==> src/rtl/axis_frame_gen.sv <==
`default_nettype none
// ============================================================================
// Module      : axis_frame_gen
// Description : AXI4-Stream frame generator emitting an incrementing byte
//               pattern. Define AXIS_FRAME_GEN_THROTTLE_EN for LFSR gaps.
// Revision    : 1.0 - initial release
// ============================================================================
module axis_frame_gen #(
    parameter int TDATA_BYTES = 4,
    parameter int TID_WIDTH   = 4,
    parameter int TDEST_WIDTH = 4,
    parameter int TUSER_WIDTH = 1,
    parameter int LEN_WIDTH   = 16
) (
    input  logic                     ACLK,
    input  logic                     ARESETn,
    input  logic                     start,
    input  logic [LEN_WIDTH-1:0]     frame_bytes,
    input  logic [7:0]               seed,
    input  logic [TID_WIDTH-1:0]     cfg_id,
    input  logic [TDEST_WIDTH-1:0]   cfg_dest,
    output logic                     TVALID,
    input  logic                     TREADY,
    output logic [8*TDATA_BYTES-1:0] TDATA,
    output logic [TDATA_BYTES-1:0]   TSTRB,
    output logic [TDATA_BYTES-1:0]   TKEEP,
    output logic                     TLAST,
    output logic [TID_WIDTH-1:0]     TID,
    output logic [TDEST_WIDTH-1:0]   TDEST,
    output logic [TUSER_WIDTH-1:0]   TUSER,
    output logic                     busy,
    output logic                     done,
    output logic [31:0]              frame_count
);

    localparam int c_DATA_W = 8 * TDATA_BYTES;

    typedef enum logic [0:0] {
        ST_IDLE = 1'b0,
        ST_SEND = 1'b1
    } state_t;

    state_t                   r_state,       w_state;
    logic [LEN_WIDTH-1:0]     r_remaining,   w_remaining;
    logic [7:0]               r_base,        w_base;
    logic                     r_tvalid,      w_tvalid;
    logic [c_DATA_W-1:0]      r_tdata,       w_tdata;
    logic [TDATA_BYTES-1:0]   r_tkeep,       w_tkeep;
    logic                     r_tlast,       w_tlast;
    logic [TID_WIDTH-1:0]     r_tid,         w_tid;
    logic [TDEST_WIDTH-1:0]   r_tdest,       w_tdest;
    logic                     r_done,        w_done;
    logic [31:0]              r_frame_count, w_frame_count;

    logic                     w_hs;
    logic                     w_gap;
    logic [LEN_WIDTH-1:0]     w_rem_next;
    logic [7:0]               w_base_next;

    // Bytes at or beyond the remaining count are zeroed so partial beats are clean.
    function automatic logic [c_DATA_W-1:0] beat_data(input logic [7:0] base,
                                                      input logic [LEN_WIDTH-1:0] rem);
        logic [c_DATA_W-1:0] d;
        d = '0;
        for (int i = 0; i < TDATA_BYTES; i++) begin
            if (32'(rem) > 32'(i)) d[8*i +: 8] = base + 8'(i);
        end
        return d;
    endfunction

    function automatic logic [TDATA_BYTES-1:0] beat_keep(input logic [LEN_WIDTH-1:0] rem);
        logic [TDATA_BYTES-1:0] k;
        k = '0;
        for (int i = 0; i < TDATA_BYTES; i++) begin
            k[i] = (32'(rem) > 32'(i));
        end
        return k;
    endfunction

`ifdef AXIS_FRAME_GEN_THROTTLE_EN
    logic [15:0] r_lfsr;

    always_ff @(posedge ACLK or negedge ARESETn) begin
        if (!ARESETn) begin
            r_lfsr <= 16'hACE1;
        end else begin
            r_lfsr <= {r_lfsr[0] ^ r_lfsr[2] ^ r_lfsr[3] ^ r_lfsr[5], r_lfsr[15:1]};
        end
    end

    assign w_gap = r_lfsr[0];
`else
    assign w_gap = 1'b0;
`endif

    assign w_hs        = r_tvalid & TREADY;
    // Only consumed when more than one beat remains, so the subtraction cannot wrap.
    assign w_rem_next  = r_remaining - LEN_WIDTH'(TDATA_BYTES);
    assign w_base_next = r_base + 8'(TDATA_BYTES);

    always_comb begin
        w_state       = r_state;
        w_remaining   = r_remaining;
        w_base        = r_base;
        w_tvalid      = r_tvalid;
        w_tdata       = r_tdata;
        w_tkeep       = r_tkeep;
        w_tlast       = r_tlast;
        w_tid         = r_tid;
        w_tdest       = r_tdest;
        w_done        = 1'b0;
        w_frame_count = r_frame_count;

        case (r_state)
            ST_IDLE: begin
                if (start) begin
                    w_tid   = cfg_id;
                    w_tdest = cfg_dest;
                    if (frame_bytes == '0) begin
                        w_done = 1'b1;
                    end else begin
                        w_state     = ST_SEND;
                        w_remaining = frame_bytes;
                        w_base      = seed;
                        w_tvalid    = 1'b1;
                        w_tdata     = beat_data(seed, frame_bytes);
                        w_tkeep     = beat_keep(frame_bytes);
                        w_tlast     = (32'(frame_bytes) <= 32'(TDATA_BYTES));
                    end
                end
            end
            ST_SEND: begin
                if (w_hs) begin
                    if (r_tlast) begin
                        w_state       = ST_IDLE;
                        w_tvalid      = 1'b0;
                        w_tlast       = 1'b0;
                        w_done        = 1'b1;
                        w_frame_count = r_frame_count + 32'd1;
                    end else begin
                        w_remaining = w_rem_next;
                        w_base      = w_base_next;
                        w_tvalid    = ~w_gap;
                        w_tdata     = beat_data(w_base_next, w_rem_next);
                        w_tkeep     = beat_keep(w_rem_next);
                        w_tlast     = (32'(w_rem_next) <= 32'(TDATA_BYTES));
                    end
                end else if (!r_tvalid) begin
                    w_tvalid = 1'b1;
                end
            end
            default: w_state = ST_IDLE;
        endcase
    end

    always_ff @(posedge ACLK or negedge ARESETn) begin
        if (!ARESETn) begin
            r_state       <= ST_IDLE;
            r_remaining   <= '0;
            r_base        <= '0;
            r_tvalid      <= 1'b0;
            r_tdata       <= '0;
            r_tkeep       <= '0;
            r_tlast       <= 1'b0;
            r_tid         <= '0;
            r_tdest       <= '0;
            r_done        <= 1'b0;
            r_frame_count <= '0;
        end else begin
            r_state       <= w_state;
            r_remaining   <= w_remaining;
            r_base        <= w_base;
            r_tvalid      <= w_tvalid;
            r_tdata       <= w_tdata;
            r_tkeep       <= w_tkeep;
            r_tlast       <= w_tlast;
            r_tid         <= w_tid;
            r_tdest       <= w_tdest;
            r_done        <= w_done;
            r_frame_count <= w_frame_count;
        end
    end

    assign TVALID      = r_tvalid;
    assign TDATA       = r_tdata;
    assign TKEEP       = r_tkeep;
    assign TSTRB       = r_tkeep;
    assign TLAST       = r_tlast;
    assign TID         = r_tid;
    assign TDEST       = r_tdest;
    assign TUSER       = '0;
    assign busy        = (r_state == ST_SEND);
    assign done        = r_done;
    assign frame_count = r_frame_count;

endmodule
`default_nettype wire

==> config.mk <==
export PLATFORM = sky130hd
export DESIGN_NAME = axis_frame_gen
export DESIGN_NICKNAME = d
export VERILOG_FILES = /design/src/rtl/axis_frame_gen.sv
export SDC_FILE = /design/constraint.sdc
export NUM_CORES = 1
export LEC_CHECK = 0
export BUFFER_PORTS_ARGS = -buffer_cell sky130_fd_sc_hd__buf_2
export CORE_UTILIZATION = 35
export DETAILED_ROUTE_END_ITERATION = 16
export PLACE_DENSITY = 0.61
export SLEW_MARGIN = 20
export SYNTH_ARGS = -nofsm -noshare
export SYNTH_HDL_FRONTEND = slang
export SYNTH_SLANG_ARGS = --single-unit
==> constraint.sdc <==
create_clock -name ACLK -period 2.9 [get_ports ACLK]
set_clock_uncertainty 0.05 [all_clocks]
set_input_delay 0.145 -clock ACLK [delete_from_list [all_inputs] [get_ports ACLK]]
set_output_delay 0.145 -clock ACLK [all_outputs]
set_load 0.005 [all_outputs]
==> Word level (Yosys, flattened, before mapping) <==
Cells that the tools add are included.
{ "totals": {"ff_bits": 104, "output_inout_bits": 85, "word_cells": 88} }
{ "op_classes": {"addsub": 9, "magnitude_cmp": 10, "n_eq_ne": 4, "mux": 46, "bitwise_logic": 2, "n_reduce_logical": 6} }
{ "ops": {"columns": ["cell", "count"], "rows": [
  ["$mux 32", 4],
  ["$mux 8", 12],
  ["$gt 16x1->1 const B", 4],
  ["$gt 16x2->1 const B", 4],
  ["$mux 16", 4],
  ["$pmux 32 s2", 1],
  ["$add 32x1->32 const B", 1],
  ["$add 8x2->8 const B", 4],
  ["$le 16x3->1 const B", 2],
  ["$pmux 16 s2", 1],
  ["$add 8x1->8 const B", 2],
  ["$logic_not 16->1", 1],
  ["$mux 4", 4],
  ["$pmux 8 s2", 1],
  ["$sub 16x3->16 const B", 1],
  ["$mux 1", 14],
  ["$add 8x3->8 const B", 1],
  ["$pmux 1 s2", 4],
  ["$pmux 4 s2", 1],
  ["$ne 2x2->1 const B", 3],
  ["$reduce_and 3->1", 2],
  ["$reduce_and 2->1", 2],
  ["$reduce_and 4->1", 1],
  ["$ne 2x1->1 const B", 1],
  ["other kinds (2)", 2]
]} }

==> Logic depth before layout (Yosys ltp) <==
Gate-level depths: netlist of the first run.
{ "depth": {"ltp_word": 6, "depth_mapped": 8, "ltp_nobuf": 8} }

==> Least setup slack after synthesis of the first run <==
No wires, ideal clock.
{ "synth_path": {"kind": "register -> register", "startpoint": "register r_remaining[4]", "endpoint": "register r_tdata[5] (netlist: TDATA[5])", "setup_ps": 151, "t_arrival_ps": 2318, "slack_ps": 381, "path_stages_with_launch": 9, "n_path_buf": 2, "synth_period_minus_slack_ps": 2519, "path_cell_list": "dfrtp_1 clkbuf_2 or4_1 clkbuf_1 o31a_1 nor4_2 o211ai_2 o31ai_4 o21ai_0"} }
{ "synth_via": {"elab_chain_cells": 6} }
{ "synth_lines": {"columns": ["item", "line", "rtl"], "rows": [
  ["from (decl)", "44", "logic [LEN_WIDTH-1:0] r_remaining, w_remaining;"],
  ["from (signal assigned)", "171", "r_remaining <= w_remaining;"],
  ["$sub 16x3->16", "98", "assign w_rem_next = r_remaining - LEN_WIDTH'(TDATA_BYTES);"],
  ["$gt 16x1->1", "66", "if (32'(rem) > 32'(i)) d[8*i +: 8] = base + 8'(i);"],
  ["$mux 8", "66", null],
  ["$mux 32", "134", "if (r_tlast) begin"],
  ["$mux 32", "133", "if (w_hs) begin"],
  ["$pmux 32 s2", "114", "case (r_state)"],
  ["to (signal assigned)", "174", "r_tdata <= w_tdata;"],
  ["to (decl)", "47", "logic [c_DATA_W-1:0] r_tdata, w_tdata;"]
]} }
No other way between the ends. The select of a mux whose other input is x is not followed.
A chain may end at the register's enable or synchronous reset.

==> Worst setup path after layout of the first run <==
{ "layout_path": {"startpoint": "register r_remaining[5]", "endpoint": "register r_tdata[3] (netlist: TDATA[3])"} }
The elaborated chain is that of the path after synthesis.

==> run_results.csv, run 1 <==
group,metric,value,unit
outcome,status,"finished clean",
global_route,grt_pass1_wl,26.10,mm
layout,nets,792,
critical_path,worstReg2RegStart,"r_remaining[5]$_DFFE_PN0P_",
clocking,cts_made_buffers,9,
synthesis,synth_area_per_cell,9.234,µm²
layout,multiInputGateArea,2890,µm²
sta,fmax,377.4,MHz
route,via_count,5053,
sta,fin_crit_sh,0.9137,
floorplanning,io_pins,121,
synthesis,synth_edf_count,0,
synthesis,synth.distinct_cells,54,
global_route,grt_start_max_net_pins,62,
power_and_ir_drop,swShare,0.4038,
flow_run,drv_cap,0,
clocking,clk_latency,0.35,ns
critical_path,critPathLaunchType,"flop",
sta,final-hold-violation-count,0,
sta,setup_viol,0,
synthesis,async_flop_share,1.000,
critical_path,worstReg2RegEnd,"TDATA[3]$_DFFE_PN0P_",
layout,seq_area,2603,µm²
layout,drive_gt1_frac,0.2450,
floorplanning,die_h,129.5,µm
route,wirelength,16.15,mm
placement,hpwlAfterDp,11.28,mm
clocking,clockRootBuffer,"clkbuf_16",
critical_path,crit_fanout,9,
critical_path,timing.critical_path.buf_inv,0,
synthesis,syn_nets,665,
sta,worst_pin_slew,0.5607,ns
critical_path,slowest_stage,"or4_1",
critical_path,endpoint,"TDATA[3]$_DFFE_PN0P_",
power_and_ir_drop,power.internal,3.980,mW
route,drc,0,
worst_hold_path,min_path_type,"in -> reg",
critical_path,endpoint_kind,"flop",
global_route,grtUsageTotal,0.2021,
power_and_ir_drop,combPwrFrac,0.439,
route,ant_nets,0,
route,drtPass1Iterations,4,
route,avgViaCountPerCell,5.247,
floorplanning,start_util,0.3581,
power_and_ir_drop,finalPower,6.676,mW
clocking,cts_max_path_buffers,2,
layout,n_fill_cell,1609,
layout,diodes,0,
sta,finalCriticalPeriod,2.650,ns
power_and_ir_drop,clock_power_share,0.199,
critical_path,cp_data_required_time,3.07,ns
sta,slew_viol_final,0,
sta,fin_tns_setup,0,ns
worst_hold_path,whs_path_depth,2,
critical_path,cp_data_arrival_time,2.82,ns
critical_path,ff2ff_setup_slack,0.25,ns
layout,syn2layout_area_growth,24.24,%
floorplanning,rows,46,
critical_path,cp_num_cells,6,
power_and_ir_drop,p_per_area,944.7,nW/µm²
critical_path,reg2regPathDepth,6,
clocking,cts_sinks,104,
global_route,first_global_vias,4909,
critical_path,cpPeakStageDelay,0.57,ns
synthesis,ys_warn_count,0,
synthesis,synth-seq-area-share,0.4575,
critical_path,cp-startpoint,"r_remaining[5]$_DFFE_PN0P_",
critical_path,path_class,"reg -> reg",
floorplanning,die_w,129.5,µm
placement,port_buffers,119,
sta,slew_headroom,0.6262,
floorplanning,die_area,16770,µm²
clocking,clk_pin_slew,0.07,ns
placement,gp_congestion,0.8828,
power_and_ir_drop,power.leakage,3.218,nW
power_and_ir_drop,pwr-share-seq,0.362,
power_and_ir_drop,switching_power,2.696,mW
critical_path,critPathTopFamily,"compound AO/OA/AOI/OAI gates",
global_route,antenna_found_initial,0,
clocking,htree_levels,3,
synthesis,synthesis.area,5688,µm²
clocking,cts_tree,"built",
critical_path,path_cells,"or4_1 -> o31a_1 -> nor4_2 -> o211ai_4 -> o31ai_4 -> o21ai_0",
power_and_ir_drop,peakVddDrop,0.0004377,V
floorplanning,core,15890,µm²
synthesis,synth_top_flop_cell,"dfrtp_1",
synthesis,syn_inst,616,
sta,rsz0062_at_grt,"no",
route,drt-initial-drc-count,273,
synthesis,ys_ff_latch,104,
route,wl_per_cell,16.77,µm
global_route,grt_overflow,0,
==> Yosys cell counts, types with 10 or more instances <==
cell type  instances  share of area
a21oi_1           34          0.030
and3_1            17          0.019
clkbuf_1          30          0.020
dfrtp_1          104           0.46
ha_1              13          0.029
inv_1             17          0.011
nand2_1           66          0.044
nand3_1           23          0.020
nand4_1           11          0.012
nor2_1            48          0.032
nor3_1            18          0.016
nor4_1            10          0.011
o211ai_1          11          0.015
o21ai_0           44          0.039
o22ai_1           10          0.011
xnor2_1           45          0.069
xor2_1            24          0.037
==> area by class of cell <==
| cell class | count | area share |
|---|---|---|
| clock buffers | 9 | 0.03187 |
| clock inverters | 6 | 0.01292 |
| inverters | 17 | 0.009030 |
| well taps | 216 | 0.03824 |
| flip-flops and latches | 104 | 0.3683 |
| repair buffers | 155 | 0.1307 |
| multi-input cells | 456 | 0.4090 |
==> power groups by stage <==
stage / clock (mW) / sequential (mW) / combinational (mW)
floorplan: 0 / 2.34 / 1.81
global placement: 0 / 2.43 / 2.85
detailed placement: 0 / 2.42 / 2.90
CTS: 1.36 / 2.41 / 2.92
global route: 1.42 / 2.50 / 3.28
finish: 1.33 / 2.42 / 2.93
==> registers in the layout, indices dropped and copies added (netlist names) <==
signal / flops
TDATA: 32
busy: 1
TVALID: 1
TKEEP: 4
TID: 4
frame_count: 32
r_base: 8
done: 1
TLAST: 1
TDEST: 4
r_remaining: 16
==> how the worst min path moves through the flow <==
| stage | start | end | slack (ns) |
|---|---|---|---|
| after global routing | frame_bytes[5] | r_remaining[5]$_DFFE_PN0P_ | 0.02 |
| after global placement | ARESETn | frame_count[4]$_DFFE_PN0P_ | 0.14 |
| after floorplan | ARESETn | TDATA[0]$_DFFE_PN0P_ | -0.20 |
| after detailed placement | ARESETn | frame_count[4]$_DFFE_PN0P_ | 0.14 |
| final | frame_bytes[5] | r_remaining[5]$_DFFE_PN0P_ | 0.01 |
| after CTS | frame_bytes[5] | r_remaining[5]$_DFFE_PN0P_ | 0.005 |
==> cells in the final DEF (no fill, tap or decap), drive strengths merged, types with 2 or more instances in the layout <==
cell         instances
o31ai                4
nor4                11
dfrtp              104
mux2                 8
o41ai                2
nor3                18
a211oi               2
o31a                 2
xnor2               45
o221ai               2
a22oi                9
nand4               11
dlygate4sd3         12
nor3b                3
a31oi                8
or4                  3
nand2               66
or2                  7
nand3               23
nand4b               2
bufinv               2
clkbuf               9
xor2                24
a221o                3
o211ai              12
clkinv               2
ha                  13
a21oi               34
o21ai               47
or3                  3
buf                143
nor2                48
inv                 19
and3                17
o22ai               10
nor2b                3
mux2i                4
==> stage by stage <==
stage	area, µm²	setup slack (ns)	std cells	hold slack, ns	util
detailed placement	6604	0.1493	936	0.1353	0.4157
CTS	7041	0.1475	963	0.005237	0.4432
floorplan	5688	0.3810	616	-0.2006	-
global placement	6604	0.2188	936	0.1369	0.4157
global route	7067	0.02101	963	0.01881	0.4449
finish	7067	0.2503	963	0.01222	0.4449
==> repair_timing <==
action,4_1_cts,5_1_grt
hold endpoints to repair,54,0
buffers inserted,0,0
resized for setup,0,4
hold buffers,12,0
setup endpoints to repair,0,23
==> cell families after synthesis <==
kind of cell	share of synthesized area
AOI/OAI and AO/OA	0.1557
DFF	0.4575
buffers and inverters	0.04069
adders and majority gates	0.02860
muxes	0.02288
other	0.0006593
and+or+nand+nor	0.1876
xor gates and xnor gates	0.1062
==> metal layers <==
metal  vias to the layer above  wire length, µm  global-route usage  share of wire
met5                         -                0                   0              0
met4                         0              262             0.06088          0.016
met3                        21              875             0.03633          0.054
met2                       170             7687              0.3387           0.48
met1                      2437             7320              0.2658           0.45
li1                       2425                -                   -              -
Power figures use the tool's default switching activity.
==> run 2, diff against run 1 <==
- PLACE_DENSITY: 0.61 -> 0.59
==> run 2 against run 1 <==
  * Fmax fell by 2.9%
  * First-iteration DRC count rose by 11%
  * Die area did not move
  * Count of clock-buffer cells in the layout rose by 1
  * Hold slack improved by 0.0045 ns
  * Non-clock buffer count rose by 3
  * Clock power barely moved
  * Sequential cell count did not move
  * Routed wire length rose by 4.9%
  * Worst setup slack got worse by 0.079 ns
  * Cell count rose by 0.31%
==> run_results.csv, run 2 (synthesis results as in run 1) <==
group,metric,value,unit
route,wl_per_cell,17.53,µm
power_and_ir_drop,combPwrFrac,0.437,
global_route,first_global_vias,4966,
floorplanning,die_w,129.5,µm
layout,nets,795,
power_and_ir_drop,power.leakage,3.231,nW
worst_hold_path,min_path_type,"in -> reg",
outcome,status,"finished clean",
clocking,clk_pin_slew,0.07,ns
sta,finalCriticalPeriod,2.729,ns
clocking,clk_latency,0.35,ns
route,drt-initial-drc-count,302,
critical_path,worstReg2RegStart,"r_remaining[2]$_DFFE_PN0P_",
clocking,cts_max_path_buffers,2,
power_and_ir_drop,peakVddDrop,0.0004087,V
route,drtPass1Iterations,7,
floorplanning,start_util,0.3581,
layout,mostFrequentLayoutCells,"118 x buf_2, 102 x dfrtp_1, 65 x nand2_1",
critical_path,crit_fanout,9,
placement,gp_congestion,0.8704,
power_and_ir_drop,p_per_area,949.8,nW/µm²
worst_hold_path,whs_path_depth,2,
layout,final_cells,966,
clocking,htree_levels,3,
power_and_ir_drop,pwr-share-seq,0.363,
sta,worst_pin_slew,0.6438,ns
worst_hold_path,hold_end,"r_remaining[9]$_DFFE_PN0P_",
critical_path,cp_data_required_time,3.07,ns
layout,fin_util,0.4451,
layout,syn2layout_area_growth,24.31,%
critical_path,slowest_stage,"dfrtp_1",
placement,port_buffers,119,
sta,fin_crit_sh,0.9409,
power_and_ir_drop,swShare,0.4053,
route,drc,0,
power_and_ir_drop,clock_power_share,0.200,
clocking,cts_sinks,104,
critical_path,reg2regPathDepth,10,
route,wirelength,16.94,mm
global_route,antenna_found_initial,0,
placement,numPlacedInstances,939,
sta,fin_tns_setup,0,ns
critical_path,ff2ff_setup_slack,0.17,ns
sta,rsz0062_at_grt,"yes",
critical_path,cpPeakStageDelay,0.46,ns
sta,fmax,366.5,MHz
global_route,grt_pass1_wl,26.67,mm
critical_path,worstReg2RegEnd,"TDATA[3]$_DFFE_PN0P_",
sta,slew_viol_final,0,
critical_path,path_cells,"inv_1 -> ha_1 -> nor3b_1 -> buf_4 -> nand4b_1 -> a21oi_1 -> o211ai_2 -> buf_4 -> o31ai_4 -> o21ai_0",
sta,setup_viol,0,
floorplanning,io_pins,121,
route,via_count,5147,
critical_path,path_class,"reg -> reg",
global_route,grt_overflow,0,
sta,final-hold-violation-count,0,
route,avgViaCountPerCell,5.328,
clocking,cts_made_buffers,9,
worst_hold_path,hp-start,"frame_bytes[9]",
critical_path,crit_top_cell,"buf_4",
power_and_ir_drop,finalPower,6.716,mW
floorplanning,die_area,16770,µm²
critical_path,cp-startpoint,"r_remaining[2]$_DFFE_PN0P_",
critical_path,endpoint_kind,"flop",
clocking,cts_tree,"built",
global_route,grt_start_max_net_pins,61,
sta,slew_headroom,0.5708,
critical_path,cp_data_arrival_time,2.90,ns
power_and_ir_drop,power.internal,3.994,mW
floorplanning,core,15890,µm²
floorplanning,rows,46,
critical_path,critPathLaunchType,"flop",
layout,diodes,0,
route,ant_nets,0,
flow_run,drv_cap,0,
power_and_ir_drop,switching_power,2.722,mW
global_route,grtUsageTotal,0.2069,
clocking,clockRootBuffer,"clkbuf_16",
placement,hpwlAfterDp,12.00,mm
layout,drive_gt1_frac,0.2520,
floorplanning,die_h,129.5,µm
layout,final_common_cell,"buf_2",
-- run 2: worst max-delay path by stage --
stage | cells after the start | end | slack, ns
2_1_floorplan | 8 | TDATA[5]$_DFFE_PN0P_ | 0.38
3_3_place_gp | 8 | TDATA[26]$_DFFE_PN0P_ | 0.26
3_5_place_dp | 8 | TDATA[30]$_DFFE_PN0P_ | 0.08
4_1_cts | 8 | TDATA[30]$_DFFE_PN0P_ | 0.06
5_1_grt | 10 | TDATA[5]$_DFFE_PN0P_ | -0.02
6_report | 10 | TDATA[3]$_DFFE_PN0P_ | 0.17
-- run 2: final cells by class --
class	count	area, µm²
Fill cell	1576	8815
Multi-Input combinational cell	456	2870
Sequential cell	104	2605
Timing Repair Buffer	158	943.4
Tap cell	216	270.3
Clock buffer	10	229.0
Clock inverter	5	88.84
Inverter	17	63.81
-- run 2: worst max-delay path: cells and delay by family (launching register included) --
family | cells | cell delay, ns
compound gates | 4 | 0.97
fa+ha+maj | 1 | 0.26
buf+inv | 3 | 0.52
flops | 1 | 0.46
simple gates | 2 | 0.32
-- run 2: repair_timing --
| action | 4_1_cts | 5_1_grt |
|---|---|---|
| hold buffers | 11 | 0 |
| gates resized for setup | 0 | 5 |
| hold endpoints to repair | 54 | 0 |
| setup endpoints to repair | 0 | 11 |
| buffers inserted | 0 | 1 |
-- run 2: per-stage QoR --
step / area [µm²] / worst slack [ns] / hold slack (ns)
3_5_place_dp: 6626 / 0.08160 / 0.1615
2_1_floorplan: 5688 / 0.3810 / -0.2006
4_1_cts: 7054 / 0.06362 / 0.002533
6_report: 7071 / 0.1714 / 0.01671
3_3_place_gp: 6626 / 0.2641 / 0.1492
5_1_grt: 7071 / -0.01909 / 0.01867
-- run 2: power by group through the flow --
stage / Combinational [mW] / Clock [mW] / Sequential, mW
final: 2.93 / 1.34 / 2.44
after global routing: 3.23 / 1.43 / 2.50
after CTS: 2.94 / 1.37 / 2.43
after detailed placement: 2.91 / 0 / 2.45
after global placement: 2.86 / 0 / 2.43
after floorplan: 1.81 / 0 / 2.34
-- run 2: layer usage --
metal	part of all wire	wire [µm]	GRT usage	vias up
met4	0.013	218	0.05267	0
met3	0.053	906	0.04211	17
met2	0.49	8335	0.3542	161
met5	0	0	0	-
met1	0.44	7474	0.2666	2532
li1	-	-	-	2437
